===== src/rtl/mem_port_arbiter_pkg.sv =====
// Shared constants and state encoding for the memory port arbiter slice.
package mem_port_arbiter_pkg;

   // Widths already used by the CPU datapath and the register memory.
   localparam int REGISTER_WIDTH       = 4;
   localparam int MEMORY_ADDRESS_WIDTH = 4;

   // Default arbiter widths track the memory geometry.
   localparam int DEF_DATA_WIDTH = REGISTER_WIDTH;
   localparam int DEF_ADDR_WIDTH = MEMORY_ADDRESS_WIDTH;

   // Ownership phases of the shared memory port.
   typedef enum logic [1:0] {
      ST_RUN     = 2'd0,  // CPU owns the port
      ST_DRAIN   = 2'd1,  // CPU halting, in-flight access may finish
      ST_PROG    = 2'd2,  // programmer owns the port
      ST_RELEASE = 2'd3   // one-cycle hand-back with CPU restart
   } arb_state_e;

   // True in every phase where the CPU is held off.
   function automatic logic state_is_busy(input arb_state_e s);
      return s != ST_RUN;
   endfunction

endpackage


===== src/rtl/sync_2ff.sv =====
// Generic two-flop synchronizer for asynchronous level inputs (program pin, UART rx).
module sync_2ff #(
   parameter int          WIDTH       = 1,
   parameter logic [WIDTH-1:0] RESET_VALUE = '0
) (
   input  logic             clk_i,
   input  logic             reset_i,
   input  logic [WIDTH-1:0] d_i,
   output logic [WIDTH-1:0] q_o
);

   logic [WIDTH-1:0] meta_q;
   logic [WIDTH-1:0] sync_q;

   // Two back-to-back flops give the first stage a full cycle to resolve.
   // NOTE: sequential state uses non-blocking assignments so both stages sample
   // the pre-edge values; blocking here would collapse the chain into one flop.
   always_ff @(posedge clk_i or negedge reset_i) begin
      if (!reset_i) begin
         meta_q <= RESET_VALUE;
         sync_q <= RESET_VALUE;
      end else begin
         meta_q <= d_i;
         sync_q <= meta_q;
      end
   end

   assign q_o = sync_q;

endmodule


===== src/rtl/mem_port_arbiter.sv =====
// Arbitrates the single register-memory port between the CPU control unit and
// the UART programmer, halting the CPU for a programming session and
// restarting it from address 0 afterwards.
module mem_port_arbiter
   import mem_port_arbiter_pkg::*;
#(
   parameter int DATA_WIDTH = DEF_DATA_WIDTH,
   parameter int ADDR_WIDTH = DEF_ADDR_WIDTH
) (
   input  logic                  clk_i,
   input  logic                  reset_i,
   input  logic                  p_program_i,
   input  logic                  cpu_idle_i,
   input  logic                  cpu_req_i,
   input  logic                  cpu_we_i,
   input  logic [ADDR_WIDTH-1:0] cpu_addr_i,
   input  logic [DATA_WIDTH-1:0] cpu_wdata_i,
   output logic                  cpu_gnt_o,
   output logic [DATA_WIDTH-1:0] cpu_rdata_o,
   output logic                  cpu_halt_o,
   output logic                  cpu_restart_o,
   input  logic                  prg_req_i,
   input  logic [ADDR_WIDTH-1:0] prg_addr_i,
   input  logic [DATA_WIDTH-1:0] prg_wdata_i,
   output logic                  prg_gnt_o,
   output logic                  mem_we_o,
   output logic [ADDR_WIDTH-1:0] mem_addr_o,
   output logic [DATA_WIDTH-1:0] mem_wdata_o,
   input  logic [DATA_WIDTH-1:0] mem_rdata_i,
   output logic                  prog_busy_o,
   output logic [ADDR_WIDTH:0]   prg_count_o,
   output logic                  prg_ovf_o
);

   // Count saturates at the memory depth, one past the last address.
   localparam logic [ADDR_WIDTH:0] COUNT_MAX = (ADDR_WIDTH + 1)'(1) << ADDR_WIDTH;
   localparam logic [ADDR_WIDTH:0] COUNT_ONE = (ADDR_WIDTH + 1)'(1);

   arb_state_e            state_q;
   arb_state_e            state_d;
   logic                  p_sync;
   logic                  busy_q;
   logic                  restart_q;
   logic [ADDR_WIDTH:0]   count_q;
   logic                  ovf_q;

   sync_2ff #(
      .WIDTH       (1),
      .RESET_VALUE (1'b0)
   ) u_program_sync (
      .clk_i   (clk_i),
      .reset_i (reset_i),
      .d_i     (p_program_i),
      .q_o     (p_sync)
   );

   // Next-state decode and memory port steering; ownership depends on state only.
   // NOTE: every output of this block gets a default first, so no path through
   // the case leaves a signal unassigned and no latch is inferred.
   always_comb begin
      state_d     = state_q;
      cpu_gnt_o   = 1'b0;
      prg_gnt_o   = 1'b0;
      mem_we_o    = 1'b0;
      mem_addr_o  = cpu_addr_i;
      mem_wdata_o = cpu_wdata_i;
      unique case (state_q)
         ST_RUN: begin
            cpu_gnt_o = cpu_req_i;
            mem_we_o  = cpu_req_i & cpu_we_i;
            if (p_sync) state_d = ST_DRAIN;
         end
         ST_DRAIN: begin
            // CPU keeps the port so an access already under way can finish.
            cpu_gnt_o = cpu_req_i;
            mem_we_o  = cpu_req_i & cpu_we_i;
            if (cpu_idle_i && !cpu_req_i) state_d = ST_PROG;
         end
         ST_PROG: begin
            mem_addr_o  = prg_addr_i;
            mem_wdata_o = prg_wdata_i;
            prg_gnt_o   = prg_req_i;
            mem_we_o    = prg_req_i;
            // A write in progress holds the session open even after the pin drops.
            if (!p_sync && !prg_req_i) state_d = ST_RELEASE;
         end
         ST_RELEASE: begin
            state_d = ST_RUN;
         end
         default: state_d = ST_RUN;
      endcase
   end

   // State register plus flopped control outputs decoded from the next state.
   always_ff @(posedge clk_i or negedge reset_i) begin
      if (!reset_i) begin
         state_q   <= ST_RUN;
         busy_q    <= 1'b0;
         restart_q <= 1'b0;
      end else begin
         state_q   <= state_d;
         busy_q    <= state_is_busy(state_d);
         restart_q <= (state_d == ST_RELEASE);
      end
   end

   // Session write counter: cleared on entry to PROG, saturating, with sticky overflow.
   always_ff @(posedge clk_i or negedge reset_i) begin
      if (!reset_i) begin
         count_q <= '0;
         ovf_q   <= 1'b0;
      end else if (state_q == ST_DRAIN && state_d == ST_PROG) begin
         count_q <= '0;
         ovf_q   <= 1'b0;
      end else if (state_q == ST_PROG && prg_req_i) begin
         if (count_q == COUNT_MAX) ovf_q   <= 1'b1;
         else                      count_q <= count_q + COUNT_ONE;
      end
   end

   assign cpu_rdata_o   = mem_rdata_i;
   assign cpu_halt_o    = busy_q;
   assign prog_busy_o   = busy_q;
   assign cpu_restart_o = restart_q;
   assign prg_count_o   = count_q;
   assign prg_ovf_o     = ovf_q;

endmodule


===== config.mk =====
export PLATFORM = sky130hd
export DESIGN_NAME = mem_port_arbiter
export DESIGN_NICKNAME = d
export VERILOG_FILES = /design/src/rtl/mem_port_arbiter_pkg.sv /design/src/rtl/sync_2ff.sv /design/src/rtl/mem_port_arbiter.sv
export SDC_FILE = /design/constraint.sdc
export NUM_CORES = 1
export LEC_CHECK = 0
export ABC_AREA = 1
export BUFFER_PORTS_ARGS = -buffer_cell sky130_fd_sc_hd__buf_2
export CAP_MARGIN = 20
export CELL_PAD_IN_SITES_DETAIL_PLACEMENT = 1
export CELL_PAD_IN_SITES_GLOBAL_PLACEMENT = 2
export CORE_MARGIN = 2
export CORE_UTILIZATION = 20
export DETAILED_ROUTE_END_ITERATION = 6
export PLACE_DENSITY = 0.82
export SYNTH_ARGS = -nofsm -noshare
export SYNTH_HDL_FRONTEND = slang
export SYNTH_HIERARCHICAL = 1
export SYNTH_SLANG_ARGS = --single-unit

===== constraint.sdc =====
create_clock -name clk_i -period 1.3 [get_ports clk_i]
set_input_delay 0.13 -clock clk_i [delete_from_list [all_inputs] [get_ports clk_i]]
set_output_delay 0.13 -clock clk_i [all_outputs]
set_load 0.1 [all_outputs]

==> results.sh <==
export IMPL_status="complete, but fails checks"
export IMPL_violations="setup timing"
export IMPL_path_class="reg2out"
export IMPL_syn2layout_area_growth_pct=104
export IMPL_rr_worst_depth=8
export IMPL_slowest_stage="dfrtp_1"
export IMPL_synth_edf_count=0
export IMPL_crit_chain="inv_2, nand2_4, buf_8, nand2_2, nand2_4, buf_12"
export IMPL_synthesis_area_um2=808
export IMPL_htreeDepth=1
export IMPL_syn_area_per_cell_um2=7.35
export IMPL_antenna_found_initial=0
export IMPL_gp_congestion=0.783
export IMPL_drc=0
export IMPL_synth_seq_cells=12
export IMPL_synth_top_area_share_pct=37.2
export IMPL_synth_area_mux_share_pct=0
export IMPL_min_period_over_period_pct=108
export IMPL_finalMaxSlewViolations=0
export IMPL_yosys_cell_count_top_type="nand2_1"
export IMPL_cp_max_fo=8
export IMPL_synth_xor_area_share_pct=1.08
export IMPL_period_minus_slack_ps=1410
export IMPL_synth_distinct_cells=21
export IMPL_synth_top_family_by_area="simple AND/OR/NAND/NOR gates"
export IMPL_syn_nets=139
export IMPL_ant_nets=0
export IMPL_grt_overflow_total=0
export IMPL_async_reset_ff_share_pct=100
export IMPL_wirelength_um=2640
export IMPL_slew_headroom_pct=67.9
export IMPL_die_x_um=67.6
export IMPL_cts_root_buf="clkbuf_8"
export IMPL_skew_ps=4.61
export IMPL_design_die_area_um2=4570
export IMPL_fin_total_pwr_w=0.00408
export IMPL_grt_util_all_layers_pct=12.9
export IMPL_worstPathArrival_ps=1280
export IMPL_crit_top_cell="nand2_4"
export IMPL_core_um2=3940
export IMPL_ioPinCount=51
export IMPL_grt_pass1_wl_um=4330
export IMPL_clock_latency_ps=240
export IMPL_hold_violations=0
export IMPL_peakVddDrop_v=0.00113
export IMPL_antenna_diode_count=0
export IMPL_num_vias=910
export IMPL_yosys_top_cells_area="dfrtp_1 37%, nand2_1 21%, buf_4 5.6%"
export IMPL_via_per_inst=4.21
export IMPL_num_rows=23
export IMPL_cts_sinks=12
export IMPL_setup_tns_ps=-1020
export IMPL_crit_required_ps=1170
export IMPL_setup_viol=11
export IMPL_clockBufferDepth=2
export IMPL_synthAdderAreaFrac_pct=3.10
export IMPL_p_leak_nw=0.819
export IMPL_place_ws_ps=58.8
export IMPL_cts_buffers=3
export IMPL_syn_inst=110
export IMPL_rrSetupSlack_ps=30
export IMPL_synth_compound_area_share_pct=2.01
export IMPL_holdWs_ps=215
export IMPL_ys_warn_count=6
export IMPL_clk_pin_slew_ps=60
export IMPL_yosysTopAreaCell="dfrtp_1"
export IMPL_drive_gt1_share_pct=69.9
export IMPL_die_h_um=67.6
export IMPL_nets=196
export IMPL_r2r_end="prg_count_o[2]"
export IMPL_cap_violations=0
export IMPL_hold_path_startpoint="prg_req_i"
export IMPL_cp_end_kind="output port"
export IMPL_yosys_area_share_simple_pct=43.8
export IMPL_tightest_slew_ps=485
export IMPL_power_density_nw_per_um2=2480
export IMPL_rr_startpoint="prg_count_o[0]"
export IMPL_hpwl_um=2040
export IMPL_hold_path_class="in2reg"
export IMPL_start_kind="flip-flop"
export IMPL_max_freq_mhz=709
export IMPL_grt_max_degree=13
export IMPL_worst_path_largest_cell_delay_ps=390
export IMPL_hold_depth=4
export IMPL_synth_seq_area_share_pct=37.2
export IMPL_wl_per_cell_um=12.2
export IMPL_tritoncts="built"
export IMPL_synth_top_cells_by_count="46 x nand2_1, 12 x dfrtp_1, 9 x inv_1"
export IMPL_drt_iter0_markers=17
export IMPL_synth_main_ff_cell="dfrtp_1"
export IMPL_place_port_buffers=42
export IMPL_grt_setup_unrepaired="true"
export IMPL_min_to="cpu_restart_o"
export IMPL_first_global_vias=951
export IMPL_start_util_pct=20.5
export IMPL_layout_setup_ws_ps=-110
export IMPL_drtPass1Iterations=3
cell families after synthesis:
| kind of cell | Yosys count |
|---|---|
| AOI/OAI and AO/OA | 3 |
| DFF | 12 |
| adders and majority gates | 2 |
| xor gates and xnor gates | 1 |
| buffers and inverters | 21 |
| and+or+nand+nor | 71 |
critical path: cells and delay by family (launching register included):
kind	cells	cell delay, ps
and+or+nand+nor	3	220
buffers and inverters	3	420
DFF	1	390
layout by cell type (no fill, tap or decap), drive strengths merged, types with 2 or more instances in the layout:
master | synthesis | layout
dlygate4sd3 | 0 | 2
nand4 | 5 | 5
dfrtp | 12 | 12
nand2 | 52 | 52
inv | 14 | 14
nor2 | 9 | 9
clkbuf | 0 | 5
buf | 6 | 54
nand3 | 5 | 5
ha | 2 | 2
flip-flops by register name (all words and copies together), names as in the netlist:
signal and cells:
state_q 2, prg_count_o 5, cpu_restart_o 1, u_program_sync/q_o 1
u_program_sync/meta_q 1, cpu_halt_o 1, prg_ovf_o 1
how the worst max path moves through the flow:
| stage | from | end | slack [ps] | depth (start not counted) |
|---|---|---|---|---|
| after floorplan | state_q[1] | mem_we_o | -120 | 3 |
| after global placement | state_q[1] | prg_gnt_o | 90 | 3 |
| after detailed placement | prg_count_o[0] | prg_count_o[0] | 60 | 8 |
| after CTS | state_q[1] | mem_addr_o[0] | -120 | 5 |
| after global routing | state_q[0] | mem_wdata_o[0] | -180 | 6 |
| final | state_q[0] | mem_addr_o[1] | -110 | 6 |
cell type report:
type	instances	area [um2]
Fill cell	446	2290
Multi-Input combinational cell	77	571
Timing Repair Buffer	57	564
Sequential cell	12	317
Inverter	15	71.3
Tap cell	50	62.6
Clock buffer	4	55.1
Timing Repair inverter	1	7.51
through the flow:
step           area [um2]  std cells  utilization, %
2_1_floorplan         941        110               -
3_3_place_gp         1380        197            35.1
3_5_place_dp         1380        197            35.1
4_1_cts              1570        209            39.7
5_1_grt              1650        216            41.8
6_report             1650        216            41.8
per-layer routing:
metal | global-route usage (%) | up-vias | share of wire (%)
li1 | - | 444 | -
met1 | 13.3 | 422 | 35
met2 | 23.9 | 40 | 55
met3 | 3.83 | 4 | 8.0
met4 | 5.36 | 0 | 1.4
met5 | 0 | - | 0
where the power goes:
group	internal, W	total, W	switching, W
sequential	0.000481	0.000591	0.000110
clock	0.000268	0.000414	0.000146
combinational	0.00109	0.00308	0.00199
timing repair:
item / in CTS / in global routing
resized for setup: 18 / 10
gates cloned: 1 / 0
endpoints found under the setup margin: 10 / 15
buffers inserted: 5 / 7
hold buffers: 2 / 0
hold endpoints to repair: 13 / 0
pin swaps: 3 / 4
Power figures use the tool's default switching activity.
